File: config.mk
export PLATFORM = sky130hd
export DESIGN_NAME = miner_dispatch_flat
export DESIGN_NICKNAME = d
export VERILOG_FILES = /design/src/rtl/miner_dispatch_if.sv /design/src/rtl/miner_dispatch.sv /design/src/flat_wrapper.sv
export SDC_FILE = /design/constraint.sdc
export NUM_CORES = 1
export LEC_CHECK = 0
export CORE_ASPECT_RATIO = 0.7
export CORE_MARGIN = 8
export CORE_UTILIZATION = 35
export DETAILED_ROUTE_END_ITERATION = 8
export GPL_TIMING_DRIVEN = 0
export PLACE_DENSITY = 0.52
export REMOVE_ABC_BUFFERS = 1
export SYNTH_ARGS = -nofsm -noshare
export SYNTH_HDL_FRONTEND = slang
export SYNTH_SLANG_ARGS = --single-unit
File: constraint.sdc
create_clock -name hash_clk -period 6.75 [get_ports hash_clk]
set_clock_uncertainty 0.2 [all_clocks]
set_input_delay 1.0125 -clock hash_clk [delete_from_list [all_inputs] [get_ports hash_clk]]
set_output_delay 1.0125 -clock hash_clk [all_outputs]
set_load 0.02 [all_outputs]
File: src/rtl/miner_dispatch_if.sv
// Job/ticket bus between the UART side, the miner cores and the dispatcher.
// The master drives jobs, core tickets and ticket_ready; the slave is the dispatcher.
interface miner_dispatch_if #(
  parameter int unsigned CORE_LOG2 = 2
);
  localparam int unsigned NUM_CORES = 1 << CORE_LOG2;
  localparam int unsigned IDX_W     = (CORE_LOG2 > 0) ? CORE_LOG2 : 1;

  logic                    new_work;
  logic [31:0]             nonce_min;
  logic [31:0]             nonce_max;
  logic                    core_reset;
  logic [NUM_CORES-1:0]    core_en;
  logic [32*NUM_CORES-1:0] core_nonce_min;
  logic [32*NUM_CORES-1:0] core_nonce_max;
  logic [NUM_CORES-1:0]    core_ticket;
  logic [32*NUM_CORES-1:0] core_golden_nonce;
  logic                    ticket_valid;
  logic                    ticket_ready;
  logic [31:0]             ticket_nonce;
  logic [IDX_W-1:0]        ticket_core;
  logic                    busy;
  logic [7:0]              drop_count;

  modport master (
    output new_work, nonce_min, nonce_max, core_ticket, core_golden_nonce, ticket_ready,
    input  core_reset, core_en, core_nonce_min, core_nonce_max,
           ticket_valid, ticket_nonce, ticket_core, busy, drop_count
  );

  modport slave (
    input  new_work, nonce_min, nonce_max, core_ticket, core_golden_nonce, ticket_ready,
    output core_reset, core_en, core_nonce_min, core_nonce_max,
           ticket_valid, ticket_nonce, ticket_core, busy, drop_count
  );
endinterface

File: src/rtl/miner_dispatch.sv
// Splits a job nonce range across NUM_CORES miners, starts them together and
// funnels their golden tickets through per-core pending regs into a ticket FIFO.
module miner_dispatch #(
  parameter int unsigned CORE_LOG2 = 2,
  parameter int unsigned FIFO_LOG2 = 3
) (
  input logic            hash_clk,
  input logic            reset_n,
  miner_dispatch_if.slave bus
);
  localparam int unsigned NUM_CORES = 1 << CORE_LOG2;
  localparam int unsigned IDX_W     = (CORE_LOG2 > 0) ? CORE_LOG2 : 1;
  localparam int unsigned DEPTH     = 1 << FIFO_LOG2;
  localparam int unsigned PTR_W     = (FIFO_LOG2 > 0) ? FIFO_LOG2 : 1;
  localparam int unsigned CNT_W     = FIFO_LOG2 + 1;
  localparam int unsigned LAST      = NUM_CORES - 1;

  typedef enum logic [1:0] {IDLE, SPLIT, START, RUN} state_t;

  state_t                  state;
  logic [31:0]             job_max;
  logic [32:0]             chunk;
  logic                    span_zero;
  logic [31:0]             run_min;
  logic [IDX_W-1:0]        idx;
  logic                    core_reset_q;
  logic                    busy_q;
  logic [NUM_CORES-1:0]    core_en_q;
  logic [32*NUM_CORES-1:0] core_min_q;
  logic [32*NUM_CORES-1:0] core_max_q;
  logic [32:0]             span_c;

  assign span_c = {1'b0, bus.nonce_max} - {1'b0, bus.nonce_min} + 33'd1;

  // Job FSM: one core's range is produced per SPLIT cycle via a running base.
  always_ff @(posedge hash_clk or negedge reset_n) begin
    if (!reset_n) begin
      state        <= IDLE;
      job_max      <= '0;
      chunk        <= '0;
      span_zero    <= 1'b0;
      run_min      <= '0;
      idx          <= '0;
      core_reset_q <= 1'b0;
      busy_q       <= 1'b0;
      core_en_q    <= '0;
      core_min_q   <= '0;
      core_max_q   <= '0;
    end else begin
      core_reset_q <= 1'b0;
      if (bus.new_work) begin
        job_max   <= bus.nonce_max;
        span_zero <= (bus.nonce_max < bus.nonce_min);
        chunk     <= span_c >> CORE_LOG2;
        run_min   <= bus.nonce_min;
        idx       <= '0;
        busy_q    <= 1'b1;
        state     <= SPLIT;
      end else begin
        case (state)
          SPLIT: begin
            for (int i = 0; i < NUM_CORES; i++) begin
              if (IDX_W'(i) == idx) begin
                if (span_zero || (chunk == 33'd0 && i != 0)) begin
                  core_en_q[i]              <= 1'b0;
                  core_min_q[32*i +: 32]    <= '0;
                  core_max_q[32*i +: 32]    <= '0;
                end else begin
                  core_en_q[i]              <= 1'b1;
                  core_min_q[32*i +: 32]    <= run_min;
                  core_max_q[32*i +: 32]    <= (i == LAST || chunk == 33'd0) ?
                                               job_max : run_min + chunk[31:0] - 32'd1;
                end
              end
            end
            run_min <= run_min + chunk[31:0];
            if (idx == IDX_W'(LAST)) begin
              state        <= span_zero ? IDLE : START;
              busy_q       <= !span_zero;
              core_reset_q <= !span_zero;
            end else begin
              idx <= idx + IDX_W'(1);
            end
          end
          START: begin
            state  <= RUN;
            busy_q <= 1'b0;
          end
          default: ;
        endcase
      end
    end
  end

  logic [NUM_CORES-1:0] pend_v;
  logic [31:0]          pend_n [NUM_CORES];
  logic [IDX_W-1:0]     rr_ptr;
  logic [31:0]          fifo_nonce [DEPTH];
  logic [IDX_W-1:0]     fifo_core  [DEPTH];
  logic [PTR_W-1:0]     wr_ptr, rd_ptr;
  logic [CNT_W-1:0]     count;
  logic [7:0]           drop_q;

  logic                 gnt_any, push, pop, full, accept, ticket_valid_c;
  logic [IDX_W-1:0]     gnt_idx, scan;
  logic [NUM_CORES-1:0] gnt_vec, store, drop_hit;
  logic [8:0]           drop_sum;
  logic [7:0]           drop_next;

  // Round-robin pick of the first pending core at or after rr_ptr.
  always_comb begin
    gnt_any = 1'b0;
    gnt_idx = '0;
    scan    = '0;
    for (int k = NUM_CORES - 1; k >= 0; k--) begin
      scan = IDX_W'((int'(rr_ptr) + k) % NUM_CORES);
      if (pend_v[scan]) begin
        gnt_any = 1'b1;
        gnt_idx = scan;
      end
    end
  end

  assign ticket_valid_c = (count != '0);
  assign full           = (count == CNT_W'(DEPTH));
  assign pop            = ticket_valid_c && bus.ticket_ready;
  assign push           = gnt_any && (!full || pop);
  assign accept         = (state == RUN) && !bus.new_work;

  always_comb begin
    gnt_vec  = '0;
    store    = '0;
    drop_hit = '0;
    drop_sum = {1'b0, drop_q};
    for (int i = 0; i < NUM_CORES; i++) begin
      gnt_vec[i]  = push && (gnt_idx == IDX_W'(i));
      drop_hit[i] = accept && bus.core_ticket[i] && pend_v[i] && !gnt_vec[i];
      store[i]    = accept && bus.core_ticket[i] && !drop_hit[i];
      if (drop_hit[i]) drop_sum = drop_sum + 9'd1;
    end
    drop_next = drop_sum[8] ? 8'hFF : drop_sum[7:0];
  end

  // Ticket control; new_work flushes everything except the drop counter.
  always_ff @(posedge hash_clk or negedge reset_n) begin
    if (!reset_n) begin
      pend_v <= '0;
      rr_ptr <= '0;
      wr_ptr <= '0;
      rd_ptr <= '0;
      count  <= '0;
      drop_q <= '0;
    end else begin
      drop_q <= drop_next;
      if (bus.new_work) begin
        pend_v <= '0;
        rr_ptr <= '0;
        wr_ptr <= '0;
        rd_ptr <= '0;
        count  <= '0;
      end else begin
        pend_v <= (pend_v & ~gnt_vec) | store;
        if (push) begin
          wr_ptr <= (wr_ptr == PTR_W'(DEPTH - 1)) ? '0 : wr_ptr + PTR_W'(1);
          rr_ptr <= IDX_W'((int'(gnt_idx) + 1) % NUM_CORES);
        end
        if (pop) rd_ptr <= (rd_ptr == PTR_W'(DEPTH - 1)) ? '0 : rd_ptr + PTR_W'(1);
        if (push && !pop)      count <= count + CNT_W'(1);
        else if (pop && !push) count <= count - CNT_W'(1);
      end
    end
  end

  // Payload storage needs no reset: it is only observed behind valid flags.
  always_ff @(posedge hash_clk) begin
    for (int i = 0; i < NUM_CORES; i++) begin
      if (store[i]) pend_n[i] <= bus.core_golden_nonce[32*i +: 32];
    end
    if (push && !bus.new_work) begin
      fifo_nonce[wr_ptr] <= pend_n[gnt_idx];
      fifo_core[wr_ptr]  <= gnt_idx;
    end
  end

  assign bus.core_reset     = core_reset_q;
  assign bus.core_en        = core_en_q;
  assign bus.core_nonce_min = core_min_q;
  assign bus.core_nonce_max = core_max_q;
  assign bus.busy           = busy_q;
  assign bus.drop_count     = drop_q;
  assign bus.ticket_valid   = ticket_valid_c;
  assign bus.ticket_nonce   = ticket_valid_c ? fifo_nonce[rd_ptr] : 32'd0;
  assign bus.ticket_core    = ticket_valid_c ? fifo_core[rd_ptr] : '0;
endmodule
File: src/flat_wrapper.sv
// flat-port wrapper written by rule: the top's interface ports become plain ports
module miner_dispatch_flat 
#(
  parameter int unsigned CORE_LOG2 = 2,
  parameter int unsigned FIFO_LOG2 = 3
)
  (hash_clk, reset_n, bus_new_work, bus_nonce_min, bus_nonce_max, bus_core_ticket, bus_core_golden_nonce, bus_ticket_ready, bus_core_reset, bus_core_en, bus_core_nonce_min, bus_core_nonce_max, bus_ticket_valid, bus_ticket_nonce, bus_ticket_core, bus_busy, bus_drop_count);
  miner_dispatch_if #(.CORE_LOG2(CORE_LOG2)) bus_i ();
  input logic hash_clk;
  input logic reset_n;
  input wire logic [$bits(bus_i.new_work)-1:0] bus_new_work;
  input wire logic [$bits(bus_i.nonce_min)-1:0] bus_nonce_min;
  input wire logic [$bits(bus_i.nonce_max)-1:0] bus_nonce_max;
  input wire logic [$bits(bus_i.core_ticket)-1:0] bus_core_ticket;
  input wire logic [$bits(bus_i.core_golden_nonce)-1:0] bus_core_golden_nonce;
  input wire logic [$bits(bus_i.ticket_ready)-1:0] bus_ticket_ready;
  output wire logic [$bits(bus_i.core_reset)-1:0] bus_core_reset;
  output wire logic [$bits(bus_i.core_en)-1:0] bus_core_en;
  output wire logic [$bits(bus_i.core_nonce_min)-1:0] bus_core_nonce_min;
  output wire logic [$bits(bus_i.core_nonce_max)-1:0] bus_core_nonce_max;
  output wire logic [$bits(bus_i.ticket_valid)-1:0] bus_ticket_valid;
  output wire logic [$bits(bus_i.ticket_nonce)-1:0] bus_ticket_nonce;
  output wire logic [$bits(bus_i.ticket_core)-1:0] bus_ticket_core;
  output wire logic [$bits(bus_i.busy)-1:0] bus_busy;
  output wire logic [$bits(bus_i.drop_count)-1:0] bus_drop_count;
  assign bus_i.new_work = bus_new_work;
  assign bus_i.nonce_min = bus_nonce_min;
  assign bus_i.nonce_max = bus_nonce_max;
  assign bus_i.core_ticket = bus_core_ticket;
  assign bus_i.core_golden_nonce = bus_core_golden_nonce;
  assign bus_i.ticket_ready = bus_ticket_ready;
  assign bus_core_reset = bus_i.core_reset;
  assign bus_core_en = bus_i.core_en;
  assign bus_core_nonce_min = bus_i.core_nonce_min;
  assign bus_core_nonce_max = bus_i.core_nonce_max;
  assign bus_ticket_valid = bus_i.ticket_valid;
  assign bus_ticket_nonce = bus_i.ticket_nonce;
  assign bus_ticket_core = bus_i.ticket_core;
  assign bus_busy = bus_i.busy;
  assign bus_drop_count = bus_i.drop_count;
  miner_dispatch #(.CORE_LOG2(CORE_LOG2), .FIFO_LOG2(FIFO_LOG2)) u_core (.hash_clk(hash_clk), .reset_n(reset_n), .bus(bus_i));
endmodule
==> summary.txt <==
STA
  – Slew headroom: 4.30%
  – Final period utilization: 82.8%
  – Min Hold Slack: 0.265 ns
  – Max Slew Vio Count: 0
  – Setup TNS: 0 ns
  – RSZ-0062 raised after global routing: false
  – Fin crit period: 5.59 ns
  – Worst-Margin Slew: 1.43 ns
  – F_max: 0.179 GHz
  – Final Hold Fails: 0
  – Setup Viol. Count Final: 0

Floorplan
  – Die ar.: 114000 um^2
  – Vert. Die Dim: 285 um
  – Initial core utilization: 35.3%
  – Placeable Area: 102000 um^2
  – Die X-Extent: 400 um
  – IO Count: 505
  – Std cell rows: 98

Clocking
  – Clock transition at the registers of the reported paths: 0.06 ns
  – CTS tree: built
  – Num CTS Buffers: 84
  – Clk_lat worst skew: 0.69 ns
  – H-Tree Depth: 3
  – # Post-CTS Setup Buffers: 0
  – Clock tree buffer depth: 3
  – Clk root buf: clkbuf_16
  – Sink Count: 786

Global route
  – Wire length of the first global-routing pass: 177000 um
  – Initial antenna violation count: 11
  – Gr usage total: 20.8%
  – Grt total ovfl: 0
  – Largest net degree at the start of global routing: 101
  – Vias in the first global route: 24900

Finish
  – Area taken by multi-input logic gates: 13700 um^2
  – Non-Filler Instances: 4926
  – Area delta synth->final: 28.3%
  – # fillers: 9436
  – Most frequent cells in the layout: clkdlybuf4s50_1, nand2_1, edfxtp_1
  – Layout cells sized above 1: 10.3%
  – Final cell area excluding filler cells: 46400 um^2
  – Commonest non-fill, non-tap cell in the layout: clkdlybuf4s50_1
  – Nets: 3833
  – FF/Latch Area: 21700 um^2

Placement
  – Post-Place Cells: 4766
  – Gpl congestion: 0.881
  – Count of input and output buffers: 504
  – Post-Place Cell Area: 43500 um^2
  – HPWL after DPL: 91000 um

Worst setup path
  – CP Capture Point: u_core.bus.core_nonce_max[27]
  – WP depth: 12
  – Kind of cell adding the most delay to the critical path: compound AO/OA/AOI/OAI gates
  – Reg2reg start: u_core.run_min[9]
  – CP cell instances: ha_1 > nor3_1 > o31ai_1 > a21oi_1 > o41ai_1 > xnor2_1 > nand4bb_1 > or4_4 > nor3_4 > nand2_1 > xor2_1 > o21ai_0
  – R2R depth: 12
  – Max stage delay on crit path: 1.04 ns
  – Startpoint Class: register
  – RR Endpoint: u_core.bus.core_nonce_max[27]
  – Crit path DAT: 5.88 ns
  – Crit. Startpoint: u_core.run_min[9]
  – Data required, critical path: 7.04 ns
  – Worst Setup End Kind: register
  – Crit path kind: reg -> reg
  – Worst path bufs/invs: 0
  – Crit path max fanout: 8
  – Reg2reg setup slack: 1.16 ns
  – Worst path slowest cell: xor2_1

Flow run
  – Max-Cap Viols: 0

Logic synthesis
  – Yosys warns: 0
  – Syn avg cell area: 12.1 um^2
  – Post-synth cell types: 84
  – Most used DFF post-synth: edfxtp_1
  – Sequential fraction of the synthesis area: 60.0%
  – EDFF count, synth: 400
  – Async SR Flop Fraction: 49.1%
  – Post-Syn Instances: 2999
  – Yosys reg bits: 786
  – Synthesized area: 36100 um^2

Drt
  – Post-route DRC: 0
  – Starting DRC count in detailed routing: 1804
  – Drt total wl: 122000 um
  – Via count: 25400
  – Routed vias/inst: 5.16
  – Per-cell routed wire length: 24.7 um
  – Drt pass-1 iters: 8
  – Post-route ant nets: 0

Min path
  – Hold Path Class: reg -> reg
  – Worst Hold Depth: 2

Power and ir drop
  – Power per Cell Area: 437 nW/um^2
  – VDD IR max: 0.195 mV
  – Pleak: 17.8 nW

Status
  – Run status: finished, final reports clean
logic make-up (layout without fill, tap and decap cells):
logic type	Yosys count	in the layout	share of synthesized area (%)
buf+inv	250	823	2.62
compound gates	632	632	11.0
mux	174	174	7.33
other cells	0	4	0
fa+ha+maj	130	130	4.87
simple gates	917	917	11.5
xor+xnor	110	110	2.67
flops	786	786	60.0
through the flow:
stage / util [%] / setup WS [ns] / total power [W]
floorplan: - / -0.449 / 0.0113
global placement: 41.4 / -13.92 / 0.0155
detailed placement: 42.5 / 0.647 / 0.0156
CTS: 45.3 / 1.27 / 0.0204
global route: 45.3 / 0.902 / 0.0213
finish: 45.3 / 1.16 / 0.0203
worst register-to-register path, delay by kind of cell, from the launching register on:
| family | cells | cell delay, ns |
|---|---|---|
| adder cells (fa/ha/maj) | 1 | 0.56 |
| AO/OA/AOI/OAI | 4 | 1.42 |
| flip-flops | 1 | 0.58 |
| AND/OR/NAND/NOR | 5 | 1.28 |
| XOR/XNOR | 2 | 1.37 |
cells in the mapped netlist, drive strengths merged, types with 5 or more instances:
library cell / count / share of area [%]
nand2: 489 / 5.1
edfxtp: 400 / 33
dfrtp: 386 / 27
o21ai: 251 / 3.5
nor2: 159 / 1.7
clkbuf: 122 / 1.3
a21oi: 119 / 1.7
ha: 112 / 3.9
inv: 99 / 1.0
a22o: 77 / 1.9
xnor2: 72 / 1.7
mux4: 68 / 4.2
mux2i: 62 / 1.7
nand2b: 55 / 0.95
mux2: 44 / 1.4
and3: 42 / 0.73
a31oi: 40 / 0.69
xor2: 38 / 0.92
nor3: 29 / 0.45
buf: 28 / 0.32
a21o: 25 / 0.52
nand3: 25 / 0.35
o211ai: 22 / 0.48
fa: 18 / 1.0
or3: 18 / 0.31
nor4: 17 / 0.31
o31ai: 17 / 0.35
nand4: 15 / 0.26
nor2b: 13 / 0.23
a211oi: 12 / 0.29
nor3b: 11 / 0.24
o21bai: 10 / 0.21
or2: 9 / 0.16
and2: 8 / 0.14
a22oi: 6 / 0.12
o21a: 6 / 0.12
a41oi: 5 / 0.12
nor4b: 5 / 0.14
what timing repair did:
item / 4_1_cts / 5_1_grt
resized for setup: 0 / 0
hold buffers: 1 / 0
hold endpoints to repair: 7 / 0
report_power, final:
group          internal, W  leakage (nW)  switching, W
combinational      0.00339          7.83       0.00530
clock              0.00269          1.38       0.00206
sequential         0.00590          8.57      0.000907
total               0.0120          17.8       0.00827
routing by layer:
layer | part of all wire, % | GRT usage (%)
met4 | 2.1 | 4.53
met5 | 0 | 0
met1 | 49 | 31.8
met3 | 6.4 | 4.74
met2 | 43 | 30.0
how the worst min path moves through the flow:
stage / startpoint / slack [ns] / to
after floorplan: u_core.job_max[26] / 0.28 / u_core.bus.core_nonce_max[122]
after global placement: u_core.bus.core_nonce_max[16] / 0.25 / u_core.bus.core_nonce_max[16]
after detailed placement: u_core.bus.core_nonce_max[16] / 0.26 / u_core.bus.core_nonce_max[16]
after CTS: u_core.bus.core_nonce_max[16] / 0.27 / u_core.bus.core_nonce_max[16]
after global routing: u_core.bus.core_nonce_max[5] / 0.29 / u_core.bus.core_nonce_max[5]
final: u_core.bus.core_nonce_max[16] / 0.27 / u_core.bus.core_nonce_max[16]
registers in the layout, summed over array words and instances, names as in the netlist:
| register | flops |
|---|---|
| u_core.bus.core_en | 4 |
| u_core.pend_v | 4 |
| u_core.idx | 2 |
| u_core.rr_ptr | 2 |
| u_core.job_max | 32 |
| u_core.bus.core_nonce_max | 128 |
| u_core.wr_ptr | 3 |
| u_core.bus.drop_count | 8 |
| u_core.rd_ptr | 3 |
| u_core.count | 4 |
| u_core.fifo_nonce | 256 |
| u_core.span_zero | 1 |
| u_core.fifo_core | 16 |
| u_core.run_min | 32 |
| u_core.chunk | 31 |
| u_core.bus.busy | 1 |
| u_core.bus.core_reset | 1 |
| u_core.bus.core_nonce_min | 128 |
| u_core.pend_n | 128 |
| u_core.state | 2 |
cell type report:
class	instances	area share (%)
Antenna cell	4	0.0216
Clock buffer	114	5.10
Clock inverter	41	1.10
Inverter	100	0.815
Multi-Input combinational cell	1963	29.5
Sequential cell	786	46.8
Tap cell	1350	3.64
Timing Repair Buffer	568	13.0
Note: power is estimated with default switching activity, not from simulation.
